<file path="config.mk">
export PLATFORM = sky130hd
export DESIGN_NAME = fxfl_arb
export DESIGN_NICKNAME = d
export VERILOG_FILES = /design/src/rtl/fxfl_arb.sv
export SDC_FILE = /design/constraint.sdc
export NUM_CORES = 1
export LEC_CHECK = 0
export CORE_MARGIN = 2
export CORE_UTILIZATION = 45
export CTS_BUF_LIST = sky130_fd_sc_hd__clkbuf_16
export DETAILED_ROUTE_END_ITERATION = 6
export HOLD_SLACK_MARGIN = 0.03
export PLACE_DENSITY = 0.74
export SLEW_MARGIN = 20
export SYNTH_ARGS = -nofsm -noshare
export SYNTH_HDL_FRONTEND = slang
export SYNTH_SLANG_ARGS = --single-unit
</file>
<file path="constraint.sdc">
create_clock -name clk -period 10.98 [get_ports clk]
set_input_delay 2.196 -clock clk [delete_from_list [all_inputs] [get_ports clk]]
set_output_delay 2.196 -clock clk [all_outputs]
set_load 0.02 [all_outputs]
</file>
<file path="src/rtl/fxfl_arb.sv">
// Round-robin arbiter that shares one 7-bit fixed-to-float converter among NREQ
// requesters, with a single registered valid/ready result stage.
module fxfl_arb #(
   parameter int NREQ = 4,
   parameter int IDW  = 2,
   parameter int CNTW = 16
) (
   input  logic                 clk,
   input  logic                 rst,
   input  logic [NREQ-1:0]      req_valid,
   input  logic [7*NREQ-1:0]    req_fx,
   output logic [NREQ-1:0]      req_ready,
   output logic                 out_valid,
   input  logic                 out_ready,
   output logic [3:0]           out_m,
   output logic [3:0]           out_e,
   output logic [IDW-1:0]       out_id,
   output logic [CNTW-1:0]      conv_cnt
);

   logic [IDW-1:0] ptr;
   logic [IDW-1:0] gidx;
   logic [IDW-1:0] gnext;
   logic           found;
   logic           load;
   logic [6:0]     gfx;
   logic [7:0]     gconv;

   // Shift out redundant sign bits; each shift lowers the exponent by one.
   function automatic logic [7:0] conv(input logic [6:0] fx);
      logic [6:0] sh;
      logic [3:0] e;
      sh = fx;
      e  = 4'd0;
      if (fx != 7'd0) begin
         for (int k = 0; k < 6; k++) begin
            if (sh[6] == sh[5]) begin
               sh = sh << 1;
               e  = e - 4'd1;
            end
         end
      end
      return {sh[6:3], e};
   endfunction

   assign load = ~out_valid | out_ready;

   // Winner is the valid requester with the smallest rotational distance from ptr.
   always_comb begin
      int best;
      int d;
      best  = NREQ;
      d     = 0;
      gidx  = '0;
      found = 1'b0;
      if (load && !rst) begin
         for (int i = 0; i < NREQ; i++) begin
            if (req_valid[i]) begin
               d = i - int'(ptr);
               if (d < 0) d = d + NREQ;
               if (d < best) begin
                  best = d;
                  gidx = IDW'(i);
               end
            end
         end
         found = (best < NREQ);
      end
   end

   always_comb begin
      req_ready = '0;
      gfx       = 7'd0;
      for (int i = 0; i < NREQ; i++) begin
         if (found && int'(gidx) == i) begin
            req_ready[i] = 1'b1;
            gfx          = req_fx[7*i +: 7];
         end
      end
   end

   assign gconv = conv(gfx);
   assign gnext = (int'(gidx) == NREQ - 1) ? '0 : gidx + IDW'(1);

   // Priority only rotates on an actual grant, never on idle cycles.
   always_ff @(posedge clk) begin
      if (rst) begin
         out_valid <= 1'b0;
         out_m     <= 4'd0;
         out_e     <= 4'd0;
         out_id    <= '0;
         conv_cnt  <= '0;
         ptr       <= '0;
      end else if (load) begin
         if (found) begin
            out_valid <= 1'b1;
            out_m     <= gconv[7:4];
            out_e     <= gconv[3:0];
            out_id    <= gidx;
            conv_cnt  <= conv_cnt + CNTW'(1);
            ptr       <= gnext;
         end else begin
            out_valid <= 1'b0;
         end
      end
   end

endmodule

</file>
==> metrics.txt <==
Clk pin slew, worst setup/hold paths about 0.050 ns; FF-to-FF Start ptr[0]; CP max stage delay just over 0.5 ns; global-route met1 utilization between 20 and 30%; initial core utilization a little under half; Async SR Flop Fraction 0%; post-synthesis sequential area ratio a little over a fifth; Fin Hold WS between 0.4 and 0.5 ns; number of max-cap violations 0; mux cell area share after synthesis roughly 3.9%; commonest cells in the netlist 41 x nor2_1, 32 x nand2_1, 29 x dfxtp_1; post-synthesis xor/xnor area fraction between 7 and 8%; GR Util met2 roughly two fifths; Mean Syn Cell Area between 8 and 9 um2; antenna-violating nets left 0; CP Capture Point out_e[3]; vias in the first global route 2,670; syn nets 380; worst path bufs/invs 5; Wirelength per Cell between 15 and 20 um; first-pass GRT wire length between 10,000 and 15,000 um; hold buffers post-CTS 0; setup tns final 0 ns; Worst Skew about 0.0057 ns; drt pass-1 iters 4; adder-cell area share of the yosys netlist 7.80%; min Tclk post-route 10.30 ns; crit path kind input pin to flip-flop; Tot Pwr 848 uW; CTS Sinks 29; root buf cell clkbuf_16; gr ovfl total 0; flops & latches, synth 29; fin crit share between 90 and 100%; Worst Path Max Fanout 7; num rows 28; Core Area roughly 5800 um2; Synth Area in Compound Gates a little under a third; crit-path leading delay family compound AO/OA/AOI/OAI gates; hpwl dp ~5500 um; num ports 66; Slew Limit Fails 0; Worst Setup End Kind flip-flop; most frequent cell after synthesis nor2_1; final wirelength between 7000 and 8000 um; simple logic cell fraction of the synthesized area between 20% and 30%; met3 usage a little over 5%; most frequent CP cell ha_1; Post-synth EDFFs 0; library cells used by synthesis 68; post-synth top area share 21.8%; largest net degree at the start of global routing 32; leakage power 1.35 nW; Slew HR between 40% and 50%; cell count after synthesis 329; PwrDens ~230 nW/um2; Worst-Skew Late Latency approximately 0.27 ns; chip height 80.9 um; Hold Vio Cnt, Final 0; TritonCTS Buffers 5; DIE AREA 6540 um2; unrepaired setup endpoints after global routing false; reg2reg setup slack approximately 2.7 ns; via count roughly 2,800; Non-Filler Instances about 470; top_reg_cell synth dfxtp_1; Tot GR Track Use 23.1%; layout cells sized above 1 12.8%; PortBufs 65; worst reg-to-reg path cell count 39; Initial DRC Count ~200; Hold/Removal Path Class flip-flop to flip-flop; gr busiest metal met2; R2R Path End out_e[3]; critical path required time around 11 ns; outcome completed; die width between 80 and 90 um; antenna cells 0; Crit-path slowest cell clkdlybuf4s50_1; Crit path depth between 40 and 50; Filler Cell Count approximately 520; CP startpoint req_valid[0]; main combinational cell family by area after synthesis compound AO/OA/AOI/OAI gates; mean number of vias per cell roughly 6; Finish-stage setup viols 0; placed cell count 465; H-tree depth 2; CTS max path bufs 2; Yosys warning total 0; Final nets around 450; CTS tree yes; P&R area growth vs syn 35.7%; CP arrival ~10 ns; # DRC 0; initial antenna violation count 0; Synth area leaders dfxtp_1 22%, ha_1 7.1%, nor2_1 5.8%, xor2_1 4.6%, nand2_1 4.5%; Peak VDD IR ~0.11 mV; Peak Freq 97.1 MHz; Synth area leader dfxtp_1; placer congestion estimate between 0.8 and 0.9; Worst Tran Pin Value 0.806 ns; Worst setup SP type input pin; Util after Layout between 60% and 70%; mapped cell area 2660 um2
-- worst reg2reg max path, delay by kind of cell (launching register included) --
kind                       cells  cell delay, ns
DFF                            1            0.43
adders and majority gates      7            2.04
muxes                          1            0.32
buffers and inverters          3            0.44
and+or+nand+nor                8            1.27
AOI/OAI and AO/OA             18            3.37
xor gates and xnor gates       2            0.29
-- cells by family (layout without fill, tap and decap cells) --
family,after synthesis,after routing
adders and majority gates,16,16
xor gates and xnor gates,22,22
buffers and inverters,29,99
AOI/OAI and AO/OA,94,94
muxes,10,10
and+or+nand+nor,129,129
DFF,29,29
-- layout make-up --
class	instances	area [um2]	share of cell area (%)
clock buffers	5	125	3.46
flip-flops and latches	29	581	16.1
inverters	15	56.3	1.56
multi-input cells	271	1990	55.0
well taps	75	93.8	2.60
clock inverters	3	37.5	1.04
repair buffers	76	733	20.3
-- cells in the final DEF (no fill, tap or decap), types with 4 or more instances in the layout --
cell type	instances
dfxtp_1	29
mux2i_1	8
clkdlybuf4s50_1	65
nand3_1	7
a211oi_1	10
a21oi_1	12
nor3_1	10
inv_1	14
nand2b_1	5
clkbuf_16	5
xor2_1	14
xnor2_1	8
buf_4	11
o22ai_1	7
and2_1	5
a221oi_4	4
o21ai_0	11
nor2_1	41
nand2_1	32
ha_1	15
-- layer usage --
layer | wire, um | share of wire [%]
met5 | 0 | 0
met4 | 110 | 1.5
met3 | 388 | 5.4
met2 | 3620 | 50
met1 | 3130 | 43
-- report_power, final --
group	internal [mW]	leakage [nW]	switching, mW
Clock	0.105	0.0826	0.0452
Combinational	0.239	1.03	0.326
Sequential	0.122	0.237	0.0109
Total	0.466	1.35	0.382
-- through the flow --
step | area (um2) | setup slack (ns)
after global routing | 3610 | 0.0369
after detailed placement | 3420 | 0.0828
after floorplan | 2660 | 1.08
after CTS | 3580 | 0.338
final | 3610 | 0.679
after global placement | 3420 | 0.531
-- timing repair --
item | 4_1_cts | 5_1_grt
buffers inserted | 0 | 1
gates resized for setup | 0 | 8
setup endpoints to repair | 0 | 3
-- how the worst min path moves through the flow --
| stage | start | end | slack [ns] | depth (start not counted) |
|---|---|---|---|---|
| 6_report | out_e[0] | out_e[0] | 0.45 | 2 |
| 5_1_grt | out_e[0] | out_e[0] | 0.47 | 2 |
| 4_1_cts | out_e[0] | out_e[0] | 0.45 | 2 |
| 3_5_place_dp | out_e[0] | out_e[0] | 0.45 | 2 |
| 3_3_place_gp | out_id[1] | out_id[1] | 0.43 | 2 |
| 2_1_floorplan | ptr[0] | ptr[0] | 0.50 | 2 |
-- state kept, by name, summed over array words and instances, names as in the netlist --
name	flops
out_id	2
conv_cnt	16
ptr	2
out_e	4
out_m	4
out_valid	1
No activity file was read; power rests on OpenSTA's default activity.
